===== src/rtl/valu_issue_port.sv =====
// Issue-side FIFO and valid/ready initiator for the VALU, with a registered, ID-tagged writeback.
// Build option: define VALU_ISSUE_SILENCE_EN to force the operand outputs to zero while valu_valid_o is low.
module valu_issue_port #(
   parameter int unsigned DEPTH         = 2,
   parameter int unsigned TRANS_ID_BITS = 3
) (
   input  logic                     clk_i,
   input  logic                     rst_ni,
   input  logic                     flush_i,
   input  logic                     issue_valid_i,
   output logic                     issue_ready_o,
   input  logic [31:0]              issue_operand_a_i,
   input  logic [31:0]              issue_operand_b_i,
   input  logic [TRANS_ID_BITS-1:0] issue_trans_id_i,
   output logic                     valu_valid_o,
   input  logic                     valu_ready_i,
   output logic [31:0]              valu_operand_a_o,
   output logic [31:0]              valu_operand_b_o,
   input  logic [31:0]              valu_result_i,
   output logic                     wb_valid_o,
   output logic [31:0]              wb_result_o,
   output logic [TRANS_ID_BITS-1:0] wb_trans_id_o
);

   localparam int unsigned PTR_W = (DEPTH > 1) ? $clog2(DEPTH) : 1;
   localparam int unsigned CNT_W = PTR_W + 1;
   localparam logic [CNT_W-1:0] FULL_CNT = CNT_W'(DEPTH);

   logic [31:0]              r_mem_a  [DEPTH];
   logic [31:0]              r_mem_b  [DEPTH];
   logic [TRANS_ID_BITS-1:0] r_mem_id [DEPTH];
   logic [PTR_W-1:0]         r_wptr;
   logic [PTR_W-1:0]         r_rptr;
   logic [CNT_W-1:0]         r_count;
   logic                     r_wb_valid;
   logic [31:0]              r_wb_result;
   logic [TRANS_ID_BITS-1:0] r_wb_id;

   logic w_push;
   logic w_fire;
   logic [31:0] w_head_a;
   logic [31:0] w_head_b;

   // Ready looks only at the registered count, so a pop never opens a slot in the same cycle.
   assign issue_ready_o = (r_count < FULL_CNT) && !flush_i;
   assign valu_valid_o  = (r_count != '0);
   assign w_push        = issue_valid_i && issue_ready_o;
   assign w_fire        = valu_valid_o && valu_ready_i && !flush_i;

   assign w_head_a = r_mem_a[r_rptr];
   assign w_head_b = r_mem_b[r_rptr];

`ifdef VALU_ISSUE_SILENCE_EN
   assign valu_operand_a_o = valu_valid_o ? w_head_a : 32'd0;
   assign valu_operand_b_o = valu_valid_o ? w_head_b : 32'd0;
`else
   assign valu_operand_a_o = w_head_a;
   assign valu_operand_b_o = w_head_b;
`endif

   generate
      for (genvar gi = 0; gi < DEPTH; gi++) begin : g_entry
         always_ff @(posedge clk_i or negedge rst_ni) begin
            if (!rst_ni) begin
               r_mem_a[gi]  <= '0;
               r_mem_b[gi]  <= '0;
               r_mem_id[gi] <= '0;
            end else if (w_push && (r_wptr == PTR_W'(gi))) begin
               r_mem_a[gi]  <= issue_operand_a_i;
               r_mem_b[gi]  <= issue_operand_b_i;
               r_mem_id[gi] <= issue_trans_id_i;
            end
         end
      end
   endgenerate

   always_ff @(posedge clk_i or negedge rst_ni) begin
      if (!rst_ni) begin
         r_wptr  <= '0;
         r_rptr  <= '0;
         r_count <= '0;
      end else if (flush_i) begin
         r_wptr  <= '0;
         r_rptr  <= '0;
         r_count <= '0;
      end else begin
         if (w_push) r_wptr <= r_wptr + PTR_W'(1);
         if (w_fire) r_rptr <= r_rptr + PTR_W'(1);
         if (w_push && !w_fire)      r_count <= r_count + CNT_W'(1);
         else if (!w_push && w_fire) r_count <= r_count - CNT_W'(1);
      end
   end

   // Writeback data holds between pulses; w_fire already excludes the flush cycle.
   always_ff @(posedge clk_i or negedge rst_ni) begin
      if (!rst_ni) begin
         r_wb_valid  <= 1'b0;
         r_wb_result <= '0;
         r_wb_id     <= '0;
      end else begin
         r_wb_valid <= w_fire;
         if (w_fire) begin
            r_wb_result <= valu_result_i;
            r_wb_id     <= r_mem_id[r_rptr];
         end
      end
   end

   assign wb_valid_o    = r_wb_valid;
   assign wb_result_o   = r_wb_result;
   assign wb_trans_id_o = r_wb_id;

endmodule


===== config.mk =====
export PLATFORM = sky130hd
export DESIGN_NAME = valu_issue_port
export DESIGN_NICKNAME = d
export VERILOG_FILES = /design/src/rtl/valu_issue_port.sv
export SDC_FILE = /design/constraint.sdc
export NUM_CORES = 1
export LEC_CHECK = 0
export BUFFER_PORTS_ARGS = -buffer_cell sky130_fd_sc_hd__buf_2
export CAP_MARGIN = 20
export CORE_ASPECT_RATIO = 0.75
export CORE_MARGIN = 8
export CORE_UTILIZATION = 50
export DETAILED_ROUTE_END_ITERATION = 10
export PLACE_DENSITY = 0.82
export SLEW_MARGIN = 20
export SYNTH_ARGS = -nofsm -noshare
export SYNTH_HDL_FRONTEND = slang
export SYNTH_SLANG_ARGS = --single-unit

===== constraint.sdc =====
create_clock -name clk_i -period 2 [get_ports clk_i]
set_input_delay 0.1 -clock clk_i [delete_from_list [all_inputs] [get_ports clk_i]]
set_output_delay 0.1 -clock clk_i [all_outputs]
set_load 0.01 [all_outputs]

* Yosys cells after proc, flatten, opt, wreduce, memory -nomap -nowiden
Index checks and enable logic that the tools add are counted.
** Storage, ports and cells
- Register bits after elaboration :: 174
- Bits in latches :: 0
- RAM bits :: 0
- ROM bits :: 0
- Input bits :: 104
- Output and inout bits :: 102
- Logic and storage cells :: 51
- Memories :: 0
** Cells by class
- $add $sub $neg :: 4
- Multiply operators :: 0
- Div/mod/pow operators :: 0
- Magnitude comparators :: 2
- Equal/unequal tests :: 0
- Shifts and indexed selects :: 0
- Mux-type cells :: 16
- Bitwise logic cells :: 2
- Reductions and logical operators :: 15
** Operator list (count)
- 2-to-1 mux 32 bit :: 6
- 2-to-1 mux 3 bit :: 3
- logical AND 1 bit :: 8
- 2-to-1 mux 2 bit :: 3
- nonzero test 2 bit :: 3
- 2-to-1 mux 1 bit :: 4
- zero test 1 bit :: 3
- nonzero test 3 bit :: 1
- adder 1 bit, second input constant :: 2
- adder 2 x 1 -> 2 bit, second input constant :: 1
- >= comparator 2 bit, second input constant :: 1
- less-than comparator 2 bit, second input constant :: 1
- NOT 1 -> 2 bit :: 1
- subtractor 2 x 1 -> 2 bit, second input constant :: 1
- NOT 1 bit :: 1

* Logic depth before layout (Yosys ltp)
- Depth in word-level cells :: 8
- Mapped depth :: 7
- Gate-level depth less buffers :: 3

* Least setup slack after synthesis
OpenSTA, ideal clock, no wires.
- Path type :: register -> register
- Start :: register r_count[1]
- End :: register r_mem_a[10] in the netlist's numbering
- Setup time :: 0.125 ns
- Arrival :: 1.487 ns
- Data required time :: 1.875 ns
- Slack :: 0.388 ns
- Cell stages (with the launch flop) :: 7
- Path buffers :: 3
- Period minus slack after synthesis :: 1.612 ns
- Cell sequence :: dfrtp_1 nor2_2 and3_1 buf_2 buf_6 buf_6 mux2_4
** On the way
- Cells in the longest elaborated chain, start to end :: 4
** RTL lines
- start: declaration :: line 34 : logic [CNT_W-1:0] r_count;
- start signal: assignment :: line 89 : if (w_push && !w_fire) r_count <= r_count + CNT_W'(1);
- start signal: assignment :: line 90 : else if (!w_push && w_fire) r_count <= r_count - CNT_W'(1);
- less-than comparator 2 bit :: line 45 : assign issue_ready_o = (r_count < FULL_CNT) && !flush_i;
- logical AND 1 bit :: line 45
- named net issue_ready_o :: line 11 : output logic issue_ready_o,
- logical AND 1 bit :: line 47 : assign w_push = issue_valid_i && issue_ready_o;
- logical AND 1 bit :: line 68 : end else if (w_push && (r_wptr == PTR_W'(gi))) begin
- end signal: indexed assignment :: line 69 : r_mem_a[gi] <= issue_operand_a_i;
- end: declaration :: line 29 : logic [31:0] r_mem_a [DEPTH];
The timed path passes the listed nets, and every way through them passes these cells.
A chain may end at the register's enable or synchronous reset.

* Worst setup path in the final report
- Start :: register r_rptr
- End :: output port valu_operand_b_o[22]
** On the way
- Cells in the longest elaborated chain, start to end :: 4
** RTL lines
- start: declaration :: line 33 : logic [PTR_W-1:0] r_rptr;
- start signal: assignment :: line 88 : if (w_fire) r_rptr <= r_rptr + PTR_W'(1);
- NOT 1 -> 2 bit (implied by the code) :: line 51 : assign w_head_b = r_mem_b[r_rptr];
- 2-to-1 mux 32 bit (implied by the code) (3 in series) :: line 51
- end: declaration :: line 18 : output logic [31:0] valu_operand_b_o,
Every way passes these cells. The select of a mux whose other input is x is not followed.

==> out/metrics.csv <==
metric,value,unit
DR vias,5087,
Slew HR,0.590,
synthesized area per cell,16.3,µm²
sw frac,0.289,
Post-synth top flop,dfrtp_1,
RSZ-0062 raised after global routing,false,
die width,157,µm
dpl hpwl,12.3,mm
Die Height,122,µm
outcome,completed,
clock share of power,0.290,
number of setup buffers added after CTS,0,
GP Congestion,0.776,
cts bufs inserted,17,
Post-synth top cells,"202 x mux2_2, 174 x dfrtp_1, 30 x mux2_4",
Yosys warnings,0,
Pre-antenna DRT Iters,5,
TritonCTS clock tree,done,
CP max-delay cell,dfrtp_4,
Boundary Pins,206,
Final Hold Viols,0,
Tightest Pin Transition,615,ps
root buf cell,clkbuf_16,
layout cells sized above 1,0.625,
hold_ws,24.4,ps
Worst Path Max Fanout,32,
Post-synth EDFFs,0,
"Slew Viols, Final",0,
nets,877,
Row Count,38,
sequential area share after synthesis,0.585,
synthesis-stage register bit count,174,
Tot Pwr,11.7,mW
Final ANT Viol Nets,0,
final setup TNS,0,ps
Tot GR Track Use,0.208,
max cap viols,0,
global route overflow,0,
Synth area leaders,"dfrtp_1 58%, mux2_2 31%, mux2_4 6.0%",
first-pass GRT wire length,31.1,mm
routed wire length per instance,19.7,µm
P&R area growth vs syn,40.0,%
Synth top area share,0.585,
die area,19100,µm²
CP max stage delay,580,ps
FMAX,0.520,GHz
Flop pwr share,0.437,
Starting Density,0.514,
Post-Syn Nets,562,
Psw,3.37,mW
worst skew pair latency,420,ps
asr flop ratio synth,1.00,
First DRT Iteration DRCs,210,
Critical Path Start Type,flip-flop,
vias in the first global route,5865,
clk sinks,174,
post-synthesis cell type count,27,
"Cell Area, Synth",7450,µm²
pwr/cell area,1120,nW/µm²
Layout Skew,10.7,ps
static leakage,4.77,nW
post-route minimum period,1920,ps
antenna violations before repair,4,
CP Capture Type,output pin,
Worst EP required,1900,ps
pin count of the biggest net entering global routing,63,
top cell type by total area after synthesis,dfrtp_1,
CTS H-tree lvls,4,
Post-Syn Instances,458,
"critical path, cell by cell",buf_12 -> mux2_2 -> buf_2,
cell internal pwr,8.31,mW
Avg Vias per Cell,5.14,
DRT Wirelength,19.4,mm
final worst-path cycle share,0.962,
Worst VDD drop,0.000948,V
Core Area,14500,µm²
most numerous cell in the Yosys netlist,mux2_2,
worst hold path type,input port to flip-flop,
Clock Path Buffers,2,
DRC,0,
IO buf count,205,
final setup vio count,0,
Worst Path Arrival,1820,ps
CP Class,flip-flop to output pin,
combinational share of power,0.273,
clk slew on worst S/H paths,70,ps
-- repair_timing --
action,4_1_cts,5_1_grt
setup endpoints to repair,0,28
hold buffers,101,0
gates resized for setup,0,1
endpoints found under the hold margin,226,0
-- cell type report --
| cell class | instances | area, µm² |
|---|---|---|
| timing repair buffer | 323 | 2280 |
| clock buffer | 18 | 429 |
| fill | 908 | 4070 |
| tap | 200 | 250 |
| multi-input combinational | 257 | 2920 |
| sequential | 174 | 4360 |
| antenna | 3 | 7.51 |
| clock inverter | 14 | 175 |
-- layer usage --
| metal | GRT usage | up-vias | part of all wire |
|---|---|---|---|
| met5 | 0 | - | 0.00062 |
| met3 | 0.0839 | 34 | 0.085 |
| met1 | 0.240 | 2583 | 0.40 |
| met4 | 0.0737 | 2 | 0.018 |
| met2 | 0.346 | 196 | 0.49 |
| li1 | - | 2272 | - |
-- registers in the layout, summed over array words and instances (netlist names) --
| register | count |
|---|---|
| r_count | 2 |
| r_mem_a | 64 |
| r_mem_b | 64 |
| r_mem_id | 6 |
| r_rptr | 1 |
| r_wptr | 1 |
| wb_result_o | 32 |
| wb_trans_id_o | 3 |
| wb_valid_o | 1 |
-- worst paths after layout --
kind / start / endpoint / slack, ps / cells past startpoint
worst min-delay path: valu_ready_i / r_count[0] / 20 / 3
worst max-delay path: r_rptr / valu_operand_b_o[22] / 80 / 3
worst max register to register: r_count[1] / r_mem_id[4] / 240 / 3
worst min register to register: wb_result_o[3] / wb_result_o[3] / 480 / 1
max in group asynchronous: rst_ni / r_mem_b[46] / 1130 / 3
min in group asynchronous: rst_ni / wb_result_o[7] / 240 / 2
-- cells by family after synthesis --
| family | after synthesis | share of synthesized area |
|---|---|---|
| compound gates | 5 | 0.00386 |
| xor+xnor | 2 | 0.00235 |
| buf+inv | 27 | 0.0234 |
| flops | 174 | 0.585 |
| mux | 236 | 0.372 |
| simple gates | 14 | 0.0138 |
-- worst max-delay path: cells and delay by family (launching register included) --
| family | cells | cell delay [ps] |
|---|---|---|
| buffers and inverters | 2 | 400 |
| multiplexers | 1 | 390 |
| flip-flops | 1 | 580 |
-- metrics by stage --
| stage | instances | setup slack [ps] | util | cell area [µm²] |
|---|---|---|---|---|
| 2_1_floorplan | 458 | 388 | - | 7450 |
| 3_3_place_gp | 853 | 329 | 0.607 | 8800 |
| 3_5_place_dp | 853 | 277 | 0.607 | 8800 |
| 4_1_cts | 986 | 2.81 | 0.718 | 10400 |
| 5_1_grt | 989 | 34.8 | 0.719 | 10400 |
| 6_report | 989 | 76.4 | 0.719 | 10400 |
-- placed cells by master (no fill, tap or decap), drive strengths merged, types with 2 or more instances in the layout --
| master | n |
|---|---|
| mux2 | 236 |
| buf | 222 |
| dfrtp | 174 |
| dlygate4sd3 | 101 |
| clkbuf | 18 |
| inv | 7 |
| nor2 | 4 |
| diode | 3 |
| clkinv | 3 |
| nand2 | 2 |
| nor2b | 2 |
| bufinv | 2 |
| clkinvlp | 2 |
| o21ai | 2 |
-- power by group through the flow --
stage,sequential [mW],combinational [mW],clock (mW)
finish,5.10,3.19,3.39
global route,5.22,3.42,3.62
CTS,5.08,3.20,3.44
detailed placement,5.13,3.01,0
global placement,5.03,2.92,0
floorplan,5.06,1.83,0
Power figures use the tool's default switching activity.
